### config.mk
export PLATFORM = sky130hd
export DESIGN_NAME = ahb_timer_flat
export DESIGN_NICKNAME = d
export VERILOG_FILES = /design/src/rtl/common_types_pkg.sv /design/src/rtl/ahb_timer_if.sv /design/src/rtl/ahb_timer_prescaler.sv /design/src/rtl/ahb_timer.sv /design/src/flat_wrapper.sv
export SDC_FILE = /design/constraint.sdc
export NUM_CORES = 1
export LEC_CHECK = 0
export ABC_AREA = 1
export CAP_MARGIN = 20
export CELL_PAD_IN_SITES_DETAIL_PLACEMENT = 0
export CELL_PAD_IN_SITES_GLOBAL_PLACEMENT = 1
export CORE_MARGIN = 2
export CORE_UTILIZATION = 36
export DETAILED_ROUTE_END_ITERATION = 6
export GPL_ROUTABILITY_DRIVEN = 0
export MAX_ROUTING_LAYER = met4
export PLACE_DENSITY_LB_ADDON = 0.25
export SETUP_SLACK_MARGIN = 0.3
export SLEW_MARGIN = 25
export SYNTH_ARGS = -nofsm -noshare
export SYNTH_HDL_FRONTEND = slang
export SYNTH_SLANG_ARGS = --single-unit
### constraint.sdc
create_clock -name clk -period 2.33 [get_ports clk]
set_input_delay 0.466 -clock clk [delete_from_list [all_inputs] [get_ports clk]]
set_output_delay 0.466 -clock clk [all_outputs]
set_load 0.1 [all_outputs]
### src/rtl/common_types_pkg.sv
// Shared AHB slave types and timer register map.
// AHB_TIMER_PRESCALE_EN decides whether the PRESCALE offset decodes as mapped.
package common_types_pkg;

  localparam logic [31:0] TMR_CTRL     = 32'h00;
  localparam logic [31:0] TMR_PRESCALE = 32'h04;
  localparam logic [31:0] TMR_COUNT    = 32'h08;
  localparam logic [31:0] TMR_COMPARE  = 32'h0C;
  localparam logic [31:0] TMR_STATUS   = 32'h10;

  localparam int CTRL_EN         = 0;
  localparam int CTRL_AUTORELOAD = 1;
  localparam int CTRL_IRQEN      = 2;

  localparam logic [2:0] HSIZE_WORD = 3'b010;

  typedef enum logic [1:0] {IDLE, DATA, ERR1, ERR2} ahb_slave_state_t;

  function automatic logic is_mapped(input logic [31:0] off);
    case (off)
      TMR_CTRL, TMR_COUNT, TMR_COMPARE, TMR_STATUS: return 1'b1;
`ifdef AHB_TIMER_PRESCALE_EN
      TMR_PRESCALE: return 1'b1;
`endif
      default: return 1'b0;
    endcase
  endfunction

endpackage

### src/rtl/ahb_timer_if.sv
// AHB-Lite signal bundle between the bus multiplexor and the timer slave.
interface ahb_timer_if;
  logic        hsel;
  logic [31:0] haddr;
  logic [1:0]  htrans;
  logic        hwrite;
  logic [2:0]  hsize;
  logic [2:0]  hburst;
  logic [31:0] hwdata;
  logic        hready;
  logic [31:0] hrdata;
  logic        hreadyout;
  logic        hresp;

  modport slave (
    input  hsel, haddr, htrans, hwrite, hsize, hburst, hwdata, hready,
    output hrdata, hreadyout, hresp
  );

  modport master (
    output hsel, haddr, htrans, hwrite, hsize, hburst, hwdata, hready,
    input  hrdata, hreadyout, hresp
  );
endinterface

### src/rtl/ahb_timer_prescaler.sv
// Prescale divider: one tick every PRESCALE+1 enabled cycles.
// Only built when AHB_TIMER_PRESCALE_EN is defined.
`ifdef AHB_TIMER_PRESCALE_EN
module timer_prescaler (
  input  logic        clk,
  input  logic        rst,
  input  logic        en,
  input  logic [15:0] prescale,
  input  logic        clear,
  output logic        tick
);
  logic [15:0] r_pcnt;

  assign tick = en & (r_pcnt == prescale);

  // Disabling the timer parks the divider at 0 so re-enabling starts a fresh period.
  always_ff @(posedge clk) begin
    if (rst || clear || !en) r_pcnt <= '0;
    else if (tick)           r_pcnt <= '0;
    else                     r_pcnt <= r_pcnt + 16'd1;
  end
endmodule
`endif

### src/rtl/ahb_timer.sv
// AHB-Lite timer slave: CTRL/PRESCALE/COUNT/COMPARE/STATUS, compare match and irq.
// AHB_TIMER_PRESCALE_EN adds the prescaler; without it the counter ticks every enabled cycle.
module ahb_timer
  import common_types_pkg::*;
#(
  parameter logic [31:0] BASE_MASK = 32'h0000_00FF
) (
  input  logic        clk,
  input  logic        rst,
  ahb_timer_if.slave  bus,
  output logic        irq
);

  ahb_slave_state_t r_state, w_state_nxt;
  logic [31:0] r_off;
  logic        r_write;
  logic [2:0]  r_ctrl;
  logic [31:0] r_count, r_compare;
  logic        r_match, r_irq;

  logic [31:0] w_off, w_rd_val, w_count_nxt;
  logic        w_accept, w_legal, w_wr, w_tick, w_hit, w_match_nxt;
  logic        w_unused;

  assign w_off    = bus.haddr & BASE_MASK;
  assign w_accept = bus.hsel & bus.htrans[1] & bus.hready;
  assign w_legal  = is_mapped(w_off) && (bus.hsize == HSIZE_WORD) && (bus.haddr[1:0] == 2'b00);
  assign w_wr     = (r_state == DATA) && r_write;
  assign w_unused = ^bus.hburst;
  assign irq      = r_irq;

  always_ff @(posedge clk) begin
    if (rst) r_state <= IDLE;
    else     r_state <= w_state_nxt;
  end

  // ERR2 deliberately ignores new accepts: the master must go idle after ERROR.
  always_comb begin
    w_state_nxt   = IDLE;
    bus.hreadyout = 1'b1;
    bus.hresp     = 1'b0;
    bus.hrdata    = '0;
    case (r_state)
      IDLE, DATA: if (w_accept) w_state_nxt = w_legal ? DATA : ERR1;
      ERR1: begin
        w_state_nxt   = ERR2;
        bus.hreadyout = 1'b0;
        bus.hresp     = 1'b1;
      end
      ERR2:    bus.hresp = 1'b1;
      default: ;
    endcase
    if (r_state == DATA && !r_write) bus.hrdata = w_rd_val;
  end

  always_ff @(posedge clk) begin
    if (rst) begin
      r_off   <= '0;
      r_write <= 1'b0;
    end else if (w_state_nxt == DATA) begin
      r_off   <= w_off;
      r_write <= bus.hwrite;
    end
  end

`ifdef AHB_TIMER_PRESCALE_EN
  logic [15:0] r_prescale;

  timer_prescaler u_presc (
    .clk      (clk),
    .rst      (rst),
    .en       (r_ctrl[CTRL_EN]),
    .prescale (r_prescale),
    .clear    (w_wr && (r_off == TMR_PRESCALE)),
    .tick     (w_tick)
  );
`else
  assign w_tick = r_ctrl[CTRL_EN];
`endif

  always_comb begin
    w_rd_val = '0;
    case (r_off)
      TMR_CTRL:     w_rd_val = {29'd0, r_ctrl};
`ifdef AHB_TIMER_PRESCALE_EN
      TMR_PRESCALE: w_rd_val = {16'd0, r_prescale};
`endif
      TMR_COUNT:    w_rd_val = r_count;
      TMR_COMPARE:  w_rd_val = r_compare;
      TMR_STATUS:   w_rd_val = {31'd0, r_match};
      default:      w_rd_val = '0;
    endcase
  end

  assign w_hit = w_tick && (r_count == r_compare);

  // Bus write to COUNT wins over a tick; a fresh match wins over a W1C.
  always_comb begin
    w_count_nxt = r_count;
    if (w_wr && (r_off == TMR_COUNT))             w_count_nxt = bus.hwdata;
    else if (w_hit && r_ctrl[CTRL_AUTORELOAD])    w_count_nxt = '0;
    else if (w_tick)                              w_count_nxt = r_count + 32'd1;

    w_match_nxt = r_match;
    if (w_hit)                                                   w_match_nxt = 1'b1;
    else if (w_wr && (r_off == TMR_STATUS) && bus.hwdata[0])     w_match_nxt = 1'b0;
  end

  always_ff @(posedge clk) begin
    if (rst) begin
      r_ctrl    <= '0;
      r_count   <= '0;
      r_compare <= '0;
      r_match   <= 1'b0;
      r_irq     <= 1'b0;
`ifdef AHB_TIMER_PRESCALE_EN
      r_prescale <= '0;
`endif
    end else begin
      r_count <= w_count_nxt;
      r_match <= w_match_nxt;
      r_irq   <= w_match_nxt & r_ctrl[CTRL_IRQEN];
      if (w_wr) begin
        case (r_off)
          TMR_CTRL:     r_ctrl    <= bus.hwdata[2:0];
          TMR_COMPARE:  r_compare <= bus.hwdata;
`ifdef AHB_TIMER_PRESCALE_EN
          TMR_PRESCALE: r_prescale <= bus.hwdata[15:0];
`endif
          default: ;
        endcase
      end
    end
  end

endmodule
### src/flat_wrapper.sv
// flat-port wrapper written by rule: the top's interface ports become plain ports
module ahb_timer_flat import common_types_pkg::*;
#(
  parameter logic [31:0] BASE_MASK = 32'h0000_00FF
)
  (clk, rst, irq, bus_hsel, bus_haddr, bus_htrans, bus_hwrite, bus_hsize, bus_hburst, bus_hwdata, bus_hready, bus_hrdata, bus_hreadyout, bus_hresp);
  ahb_timer_if bus_i ();
  input  logic clk;
  input  logic rst;
  output logic irq;
  input wire logic [$bits(bus_i.hsel)-1:0] bus_hsel;
  input wire logic [$bits(bus_i.haddr)-1:0] bus_haddr;
  input wire logic [$bits(bus_i.htrans)-1:0] bus_htrans;
  input wire logic [$bits(bus_i.hwrite)-1:0] bus_hwrite;
  input wire logic [$bits(bus_i.hsize)-1:0] bus_hsize;
  input wire logic [$bits(bus_i.hburst)-1:0] bus_hburst;
  input wire logic [$bits(bus_i.hwdata)-1:0] bus_hwdata;
  input wire logic [$bits(bus_i.hready)-1:0] bus_hready;
  output wire logic [$bits(bus_i.hrdata)-1:0] bus_hrdata;
  output wire logic [$bits(bus_i.hreadyout)-1:0] bus_hreadyout;
  output wire logic [$bits(bus_i.hresp)-1:0] bus_hresp;
  assign bus_i.hsel = bus_hsel;
  assign bus_i.haddr = bus_haddr;
  assign bus_i.htrans = bus_htrans;
  assign bus_i.hwrite = bus_hwrite;
  assign bus_i.hsize = bus_hsize;
  assign bus_i.hburst = bus_hburst;
  assign bus_i.hwdata = bus_hwdata;
  assign bus_i.hready = bus_hready;
  assign bus_hrdata = bus_i.hrdata;
  assign bus_hreadyout = bus_i.hreadyout;
  assign bus_hresp = bus_i.hresp;
  ahb_timer #(.BASE_MASK(BASE_MASK)) u_core (.clk(clk), .rst(rst), .bus(bus_i), .irq(irq));
endmodule
* Yosys cells after proc, flatten, opt, wreduce, memory -nomap -nowiden
Cells that the tools add are included.
** Word-level totals
- Output and inout port bits :: 35
- Input port bits :: 77
- Register bits after elaboration :: 80
- Word-level logic and storage cells :: 57
** Operators by class
- Eq/ne operators :: 12
- Multiplexer cells :: 13
- Reductions and logical operators :: 20
- Add/sub/neg operators :: 1
- Bitwise gates (word level) :: 3
** Operators by type and width (count)
- $mux W32 :: 4
- $pmux W32 S4 :: 1
- $logic_not A32 Y1 :: 2
- $add A32 B1 Y32 const B :: 1
- $eq A32 B32 Y1 :: 1
- $eq A8 B4 Y1 const B :: 4
- $eq A8 B5 Y1 const B :: 2
- $logic_and A1 B1 Y1 :: 9
- $mux W1 :: 5
- $eq A2 B1 Y1 const B :: 2
- $eq A2 B2 Y1 const B :: 2
- $logic_not A2 Y1 :: 2
- $mux W2 :: 2
- $pmux W2 S2 :: 1
- $reduce_and A2 Y1 :: 2
- $reduce_or A2 Y1 :: 2
- $reduce_or A4 Y1 :: 1
- $and A1 B1 Y1 :: 3
- $eq A3 B2 Y1 const B :: 1
- $reduce_bool A3 Y1 :: 1
- $logic_not A1 Y1 :: 1

* Longest topological paths before layout
Gate-level depths: netlist of the first run.
- Depth after elaboration :: 9
- Gate-level depth with buffers :: 15
- Gate-level depth less buffers :: 13

* Worst setup path after synthesis of the first run
OpenSTA, ideal clock, no wires.
- Kind :: register to output
- Start point :: register u_core.r_off[7]
- End point :: output bus_hrdata[0]
- Path buffers :: 1
- Stages on the path, launching flop included :: 9
- Path slack :: -0.871 ns
- Required time :: 1.864 ns
- Data arrival time :: 2.735 ns
- Cell sequence :: dfxtp_1 > nor2_1 > nand2_1 > inv_1 > nand4_1 > inv_1 > clkbuf_1 > nand3_1 > a31oi_1
** On the way
- Cells in the longest elaborated chain, start to end :: 3
- Elaborated cells on any way between the ends :: 6
- Those cells by class :: eq/ne (3); mux (2); reduce/logical (1)
** Ends and longest elaborated chain
- from (decl) :: line ahb_timer.sv:15 : logic [31:0] r_off;
- from (signal assigned) :: line ahb_timer.sv:61 : r_off <= w_off;
- $logic_not A32 Y1, or another cell as far along :: line ahb_timer.sv:83 : case (r_off)
- $pmux W32 S4 (*) :: line ahb_timer.sv:83
- $mux W32 (*) :: line ahb_timer.sv:53 : if (r_state == DATA && !r_write) bus.hrdata = w_rd_val;
- to (decl) :: line flat_wrapper.sv:19 : output wire logic [$bits(bus_i.hrdata)-1:0] bus_hrdata;
Mark *: on every way between the ends. The rest lies on a longest branch, timed or not.

* Worst setup path after layout of the first run
Ends and elaborated chain as after synthesis.

==> impl_metrics.csv, run 1 <==
group,metric,value,unit
routing,maxUsedRoutingLayer,"met4",
routing,wl_per_cell,16.56,um
grt,grt_pass1_vias,5997,
setup_path,crit_arrival,2.00,ns
die,die_h,128.8,um
cts,clkSinkCount,80,
sta,finalCritPeriodShare,105.8,%
sta,min_period,2.466,ns
routing,met2_wirelength,9412,um
sta,rsz0062_at_grt,"true",
setup_path,critPathKind,"flip-flop to primary output",
routing,met1_length,9634,um
grt,grt_usage,24.64,%
cts,hold_buffers,0,
final_layout,antenna_cells,0,
routing,via_count,6518,
setup_path,slowest_stage,"dfxtp_2",
setup_path,cp_max_fo,4,
routing,drt_iter0_drc,546,
power,p_leak,0.003287,uW
setup_path,start_kind,"flip-flop",
power,internal-power,2413,uW
place,place_ws,0.1367,ns
final_layout,fill_cells,1461,
flow_run,cap_violations,0,
synthesis,synth-seq-cells,80,
sta,max_freq,405.6,MHz
grt,antenna_found_initial,0,
cts,clk_pin_slew_worst_paths,0.06,ns
die,std_cell_rows,45,
setup_path,worstPathCellList,"nor2_2 -> nand2_2 -> inv_2 -> nand4_1 -> inv_2 -> o2111ai_4 -> buf_12 -> buf_8 -> a31oi_4 -> buf_12",
sta,max_slew_margin,36.57,%
routing,drtPass1Iterations,7,
place,numPortBuffers,83,
cts,cts_tree,"yes",
final_layout,most-common-layout-cells,"nand2_1 (234), nor2_1 (112), inv_1 (76)",
sta,drv_slew,0,
cts,root_buffer,"clkbuf_16",
synthesis,syn_area,0.005605,mm2
synthesis,async_reset_ff_share,0,%
sta,tightest_slew,0.9442,ns
cts,htreeDepth,3,
routing,via_per_inst,5.265,
final_layout,area_growth,54.02,%
die,pin_count,112,
final_layout,drive_above_1_share,26.76,%
power,cellPowerDensity,358.7,mW/mm2
routing,drc,2,
power,irDropWorstVdd,0.0004212,V
setup_path,max_stage_delay,0.32,ns
grt,overflow,0,
hold_path,hp-class,"flip-flop to flip-flop",
sta,finalClockSkew,0.005014,ns
power,switching_share,22.07,%
sta,tns,-3.160,ns
synthesis,synth.distinct_cells,39,
final_layout,mostFrequentLayoutCell,"nand2_1",
synthesis,syn_avg_cell_area,5.900,um2
sta,finalHoldWorstSlack,0.4583,ns
sta,fin_ws,-0.1355,ns
setup_path,end_kind,"primary output",
final_layout,nets,1123,
power,switchingPower,683.3,uW
routing,drt_wl_total,20500,um
die,initial_utilization,36.87,%
power,p_clk_share,49.5,%
sta,hold_viol_final,0,
grt,grt_pass1_wl,31260,um
die,dieArea,0.01658,mm2
setup_path,worstPathRequired,1.86,ns
die,core_area,0.01520,mm2
cts,cts_buffer_depth,2,
power,p_seq_share,44.2,%
synthesis,synth_ff_type,"dfxtp_1",
synthesis,yosysSeqAreaShare,28.57,%
synthesis,synth-edff-count,0,
die,die_x,128.8,um
place,place_hpwl,13730,um
synthesis,syn_nets,1028,
grt,grt_start_max_net_pins,41,
status,outcome,"finished, violations left",
final_layout,final_core_util,56.79,%
synthesis,syn-instance-count,950,
synthesis,synth_warnings,0,
routing,drtAntennaViolNets,0,
status,violations,"design-rule violations, negative setup slack",
sta,finalSetupViolations,32,
power,p_total,3097,uW
cts,clk_latency,0.35,ns
power,combPwrFrac,6.2,%
cts,numCtsBuffers,9,
final_layout,multi_input_area,0.004068,mm2
routing,wl_met3,1065,um
final_layout,ff_latch_area,0.001632,mm2
[Yosys cell counts, types with 2 or more instances]
cell,n,share of area (%)
nor2_2,2,0.22
nand2_1,274,18
a211oi_1,6,0.80
nand3_2,2,0.36
inv_1,85,5.7
nor3_2,6,1.1
buf_6,8,1.6
xnor2_1,6,0.94
and2_1,2,0.22
o21ai_1,9,0.80
nand3_1,81,7.2
nor3_1,16,1.4
dfxtp_1,80,29
nor2_4,2,0.40
o22ai_1,5,0.56
nand2_2,2,0.22
inv_2,21,1.4
xor2_1,19,3.0
clkbuf_1,34,2.3
nand4_1,41,4.6
o21ai_0,29,2.6
buf_1,3,0.20
nor2_1,129,8.6
a21oi_1,64,5.7
buf_2,10,0.89
[stage by stage]
| stage | instance area, um2 | instances |
|---|---|---|
| 6_report | 8633 | 1238 |
| 5_1_grt | 8633 | 1238 |
| 4_1_cts | 7941 | 1224 |
| 3_5_place_dp | 7383 | 1199 |
| 3_3_place_gp | 7383 | 1199 |
| 2_1_floorplan | 6037 | 950 |
[worst paths after layout]
path                      from               end  slack [ns]  cells after the start
max            u_core.r_off[7]     bus_hrdata[0]       -0.14                     10
min            u_core.r_off[6]   u_core.r_off[6]        0.46                      2
max reg2reg  u_core.r_state[0]  u_core.r_ctrl[0]        0.05                      7
min reg2reg    u_core.r_off[6]   u_core.r_off[6]        0.46                      2
[power groups by stage]
stage / clock network [uW] / registers (uW) / logic [uW]
after floorplan: 0 / 1400 / 58.3
after global placement: 0 / 1400 / 172
after detailed placement: 0 / 1400 / 172
after CTS: 1560 / 1370 / 187
after global routing: 1600 / 1370 / 203
final: 1530 / 1370 / 192
[cell type report]
type,instances,share of cell area (%)
clock buffer,14,3.290
timing repair buffer,139,22.70
multi-input combinational,708,47.12
inverter,107,4.870
sequential,80,18.90
clock inverter,2,0.4058
tap,188,2.725
[per-layer routing]
metal / GRT usage [%] / vias to the layer above
met5: - / -
li1: - / 3256
met1: 33.36 / 3025
met4: 6.714 / 0
met3: 4.116 / 32
met2: 38.06 / 205
[kinds of logic after synthesis]
kind of cell,Yosys count,share of synthesized area (%)
xor gates and xnor gates,25,3.906
DFF,80,28.57
AOI/OAI and AO/OA,119,11.34
and+or+nand+nor,563,43.82
buffers and inverters,162,12.14
adders and majority gates,1,0.2232
[flip-flops by register name, summed over array words and instances (netlist names)]
signal and cells:
u_core.r_write 1, u_core.irq 1, u_core.r_off 8, u_core.r_ctrl 3
u_core.r_count 32, u_core.r_compare 32, u_core.r_match 1, u_core.r_state 2
[timing repair]
item,CTS,global route
endpoints found under the setup margin,39,96
setup buffers,7,6
hold endpoints to repair,0,0
gates resized for setup,33,145
pin swaps,6,73
gates cloned,2,8
[critical path, delay by kind of cell, from the launching register on]
family / cells / cell delay, ns
DFF: 1 / 0.32
buffers and inverters: 5 / 0.67
and+or+nand+nor: 3 / 0.29
AOI/OAI and AO/OA: 2 / 0.35
No activity file was read; power rests on OpenSTA's default activity.
==> run 2, diff against run 1 <==
clock period = 2.48 ns   (was 2.33 ns; I/O delays follow)
==> run 2 against run 1 <==
Net effect:
- the run ends with negative setup slack left
- sequential share of layout area rose by 1.4 points
- register-to-register slack better by 0.45 ns
- first-iteration DRC count decreased by 22%
- clock skew increased by 0.0014 ns
- via count fell by 4.1%
- design area fell by 8.3%
- final cell count is 1.3% lower
- worst setup slack better by 0.11 ns
- sequential power shrank 6%
- utilization down 4.7 points
- clock power is 5% lower
- power is 5.6% lower
- critical endpoint is now bus_hrdata[21]
==> impl_metrics.csv, run 2 (same netlist as run 1, synthesis figures left out) <==
group,metric,value,unit
status,outcome,"finished, violations left",
status,violations,"negative setup slack",
final_layout,mostFrequentLayoutCell,"nand2_1",
cts,cts_tree,"yes",
cts,htreeDepth,3,
final_layout,multi_input_area,0.003772,mm2
power,cellPowerDensity,369.1,mW/mm2
place,dpl_cell_area,0.007312,mm2
setup_path,cp_max_fo,15,
routing,wl_per_cell,15.78,um
cts,clk_pin_slew_worst_paths,0.06,ns
die,pin_count,112,
setup_path,worstPathRequired,1.98,ns
flow_run,cap_violations,0,
place,place_hpwl,13660,um
sta,drv_slew,0,
cts,root_buffer,"clkbuf_16",
die,dieArea,0.01658,mm2
routing,via_per_inst,5.114,
final_layout,nets,1107,
power,p_leak,0.002996,uW
setup_path,crit_arrival,2.01,ns
hold_path,hp-class,"flip-flop to flip-flop",
power,internal-power,2256,uW
power,p_seq_share,44.0,%
routing,via_count,6249,
final_layout,post-route-cell-area,0.007920,mm2
die,initial_utilization,36.87,%
sta,max_freq,399.1,MHz
power,irDropWorstVdd,0.0003130,V
grt,overflow,0,
cts,cts_buffer_depth,2,
sta,max_slew_margin,60.43,%
die,std_cell_rows,45,
sta,rsz0062_at_grt,"true",
final_layout,drive_above_1_share,17.99,%
sta,hold_viol_final,0,
final_layout,ff_latch_area,0.001609,mm2
grt,antenna_found_initial,0,
setup_path,critPathKind,"flip-flop to primary output",
routing,drtAntennaViolNets,0,
routing,drt_iter0_drc,427,
die,die_h,128.8,um
final_layout,antenna_cells,0,
power,p_clk_share,50.1,%
setup_path,regToRegSetupSlack,0.50,ns
final_layout,area_growth,41.29,%
routing,drtPass1Iterations,5,
sta,finalCritPeriodShare,101.0,%
sta,min_period,2.506,ns
sta,finalClockSkew,0.006369,ns
final_layout,fill_cells,1538,
grt,grt_usage,24.39,%
cts,clk_latency,0.35,ns
routing,drt_wl_total,19290,um
power,switchingPower,666.8,uW
setup_path,end_kind,"primary output",
sta,fin_ws,-0.02571,ns
die,die_x,128.8,um
final_layout,top_regs,"u_core.r_compare x32, u_core.r_count x32, u_core.r_off x8",
sta,finalSetupViolations,17,
sta,tns,-0.1507,ns
power,p_total,2923,uW
place,numPortBuffers,83,
final_layout,most-common-layout-cells,"nand2_1 (272), nor2_1 (122), inv_1 (81)",
power,combPwrFrac,5.9,%
final_layout,final_core_util,52.10,%
setup_path,start_kind,"flip-flop",
routing,drc,0,
grt,grt_pass1_vias,5948,
cts,clkSinkCount,80,
cts,numCtsBuffers,9,
cts,hold_buffers,0,
grt,grt_start_max_net_pins,40,
power,switching_share,22.81,%
grt,grt_pass1_wl,31110,um
sta,tightest_slew,0.5929,ns
die,core_area,0.01520,mm2
run 2: cell types whose count changed in the layout (fill, tap and decap cells not counted), moves of 9 or more:
cell,change
buf_12,-9
dfxtp_1,+18
dfxtp_2,-18
nand2_1,+38
nand2_2,-21
nand2_4,-15
nor2_1,+10
run 2: per-stage QoR:
stage	hold slack (ns)	setup WS, ns	cells
finish	0.4588	-0.02571	1222
global route	0.4865	-0.1288	1222
CTS	0.4606	-0.02280	1221
detailed placement	0.4464	0.2062	1195
global placement	0.4440	0.1973	1195
floorplan	0.4266	0.2279	950
run 2: metal layers:
| metal | routed length (um) | global-route usage (%) | up-vias |
|---|---|---|---|
| met3 | 620 | 3.451 | 17 |
| met1 | 9480 | 32.86 | 2873 |
| met2 | 8928 | 38.44 | 136 |
| met4 | 255 | 6.394 | 0 |
| met5 | 0 | - | - |
| li1 | - | - | 3223 |
run 2: area by class of cell:
cell class,count,area share (%)
well taps,188,2.970
inverters,107,5.103
flip-flops and latches,80,20.32
multi-input cells,708,47.63
repair buffers,123,19.92
clock buffers,9,2.844
clock inverters,7,1.216
run 2: worst max-delay path, cell delays in order, from the launching register on:
cell and delay (ns):
dfxtp_2 0.32, nor2_2 0.11, nand2_2 0.08, inv_2 0.05
nand4_1 0.12, inv_2 0.11, buf_4 0.16, clkbuf_16 0.20
nand3_1 0.13, a21oi_4 0.18, buf_12 0.19
run 2: worst paths after layout:
path / from / to / cells after the start
worst max-delay path: u_core.r_off[5] / bus_hrdata[21] / 10
worst min-delay path: u_core.r_off[6] / u_core.r_off[6] / 2
worst max register to register: u_core.r_off[5] / u_core.r_count[2] / 13
worst min register to register: u_core.r_off[6] / u_core.r_off[6] / 2
run 2: power groups by stage:
stage	sequential, uW	clock (uW)	combinational, uW
global placement	1320	0	158
floorplan	1320	0	52.9
CTS	1290	1490	173
finish	1290	1460	173
global route	1290	1540	182
detailed placement	1320	0	158
run 2: timing repair:
action,4_1_cts,5_1_grt
endpoints found under the setup margin,32,64
gates resized for setup,23,22
buffers inserted,8,0
pin swaps,6,3
gates cloned,2,1
==> run 3, diff against run 2 <==
CORE_UTILIZATION = 38   (was 36)
GPL_ROUTABILITY_DRIVEN = default   (was 0)
clock period = 3.03 ns   (was 2.48 ns; I/O delays follow)
==> run 3 against run 2 <==
Net effect:
- the flow now finishes without violations
- utilization is 0.89 points lower
- final cell count is 1.6% lower
- count of clock-buffer cells in the layout stayed put
- routed wire length is 1.5% lower
- register-to-register slack worse by 0.08 ns
- critical path depth is 1 higher
- die area is 5.1% lower
- power is 21% lower
- design area is 6.4% lower
- critical path type unchanged
- highest routed layer unchanged
==> impl_metrics.csv, run 3 (same netlist as run 1, synthesis figures left out) <==
group,metric,value,unit
status,outcome,"finished, final reports clean",
die,dieArea,0.01574,mm2
final_layout,mostFrequentLayoutCell,"nand2_1",
grt,grt_start_max_net_pins,41,
setup_path,critPathKind,"flip-flop to primary output",
routing,drt_wl_total,18990,um
setup_path,cp_common_cell,"inv_1",
final_layout,post-route-cell-area,0.007415,mm2
place,place_hpwl,12960,um
setup_path,slowest_stage,"dfxtp_1",
hold_path,hp-class,"flip-flop to flip-flop",
die,pin_count,112,
routing,via_per_inst,5.213,
setup_path,max_stage_delay,0.31,ns
sta,finalHoldWorstSlack,0.4560,ns
setup_path,cpLargestDelayFamily,"buffers and inverters",
sta,max_slew_margin,51.39,%
place,numPortBuffers,83,
die,core_area,0.01448,mm2
cts,clk_pin_slew_worst_paths,0.06,ns
place,placed_cells,1181,
place,place_ws,0.5436,ns
routing,drt_iter0_drc,405,
sta,min_period,2.742,ns
routing,drc,0,
cts,clkSinkCount,80,
die,initial_utilization,38.71,%
flow_run,cap_violations,0,
power,cellPowerDensity,310.9,mW/mm2
final_layout,top_regs,"u_core.r_compare x32, u_core.r_count x32, u_core.r_off x8",
final_layout,antenna_cells,0,
cts,htreeDepth,3,
final_layout,area_growth,32.28,%
die,die_h,125.5,um
grt,overflow,0,
sta,max_freq,364.7,MHz
setup_path,cp_max_fo,14,
sta,finalCritPeriodShare,90.49,%
sta,finalSetupViolations,0,
grt,grt_pass1_vias,6075,
setup_path,critPathBufInv,5,
final_layout,final_core_util,51.21,%
cts,numCtsBuffers,9,
power,p_leak,0.002873,uW
sta,tightest_slew,0.7283,ns
sta,hold_viol_final,0,
setup_path,end_kind,"primary output",
sta,rsz0062_at_grt,"true",
cts,hold_buffers,0,
grt,grt_usage,24.76,%
final_layout,fill_cells,1539,
power,irDropWorstVdd,0.0002516,V
cts,clk_latency,0.36,ns
routing,drtAntennaViolNets,0,
sta,finalClockSkew,0.01084,ns
place,dpl_cell_area,0.006922,mm2
setup_path,start_kind,"flip-flop",
cts,cts_tree,"yes",
final_layout,drive_above_1_share,14.43,%
die,std_cell_rows,44,
routing,wl_per_cell,15.78,um
grt,grt_pass1_wl,30770,um
cts,root_buffer,"clkbuf_16",
final_layout,fin_cells,1203,
setup_path,worstPathCellList,"nor2_1 -> nand2_1 -> inv_1 -> nand4_1 -> nor2_4 -> buf_12 -> inv_1 -> o22ai_1 -> inv_1 -> a31oi_4 -> buf_12",
setup_path,worstPathRequired,2.42,ns
place,gp_congestion,0.9177,
cts,cts_buffer_depth,2,
final_layout,most-common-layout-cells,"nand2_1 (274), nor2_1 (127), inv_1 (84)",
setup_path,crit_arrival,2.14,ns
routing,via_count,6271,
routing,drtPass1Iterations,6,
sta,drv_slew,0,
final_layout,nets,1093,
grt,antenna_found_initial,0,
die,die_x,125.5,um
sta,fin_ws,0.2883,ns
run 3: cell types whose count changed in the layout (fill, tap and decap cells not counted), sizes merged:
cell / previous run / this run
bufinv: 2 / 1
buf: 74 / 60
clkinvlp: 3 / 0
inv: 106 / 107
clkinv: 3 / 5
run 3: timing repair:
item	CTS	global route
pin swaps	0	5
endpoints found under the setup margin	24	32
buffers inserted	0	5
cloned	0	2
endpoints found under the hold margin	0	0
resized for setup	6	26
run 3: power breakdown:
part / switching [uW] / internal (uW)
clock: 489 / 640
sequential: 1.08 / 1050
combinational: 59.4 / 64.3
total: 549 / 1760
run 3: cell type report:
type / instances / area (um2) / area share, %
clock inverters: 6 / 70.07 / 0.9450
repair buffers: 109 / 1389 / 18.73
flip-flops and latches: 80 / 1602 / 21.60
multi-input cells: 708 / 3497 / 47.16
well taps: 184 / 230.2 / 3.105
clock buffers: 9 / 225.2 / 3.037
inverters: 107 / 401.6 / 5.417
run 3: per-stage QoR:
| step | setup TNS [ns] | total power, uW |
|---|---|---|
| after global routing | 0 | 2372 |
| final | 0 | 2305 |
| after CTS | 0 | 2325 |
| after detailed placement | 0 | 1198 |
| after floorplan | -5.217 | 1112 |
| after global placement | 0 | 1197 |
run 3: final timing paths:
kind	start	slack, ns	cells past startpoint	to
worst min register to register	u_core.r_off[6]	0.46	2	u_core.r_off[6]
worst min-delay path	u_core.r_off[6]	0.46	2	u_core.r_off[6]
worst max register to register	u_core.r_off[7]	0.42	14	u_core.r_count[9]
worst max-delay path	u_core.r_off[7]	0.29	11	bus_hrdata[0]
run 3: worst register-to-register path, delay by kind of cell, from the launching register on:
kind	cells	cell delay [ns]
flip-flops	1	0.31
AND/OR/NAND/NOR	9	1.08
buffers and inverters	5	1.17
run 3: routing by layer:
layer / part of all wire, % / vias up / global-route usage, %
met4: 1.8 / 0 / 8.758
met1: 47 / 2912 / 32.75
met2: 47 / 146 / 39.01
met3: 4.1 / 28 / 3.081
met5: 0 / - / -
li1: - / 3185 / -
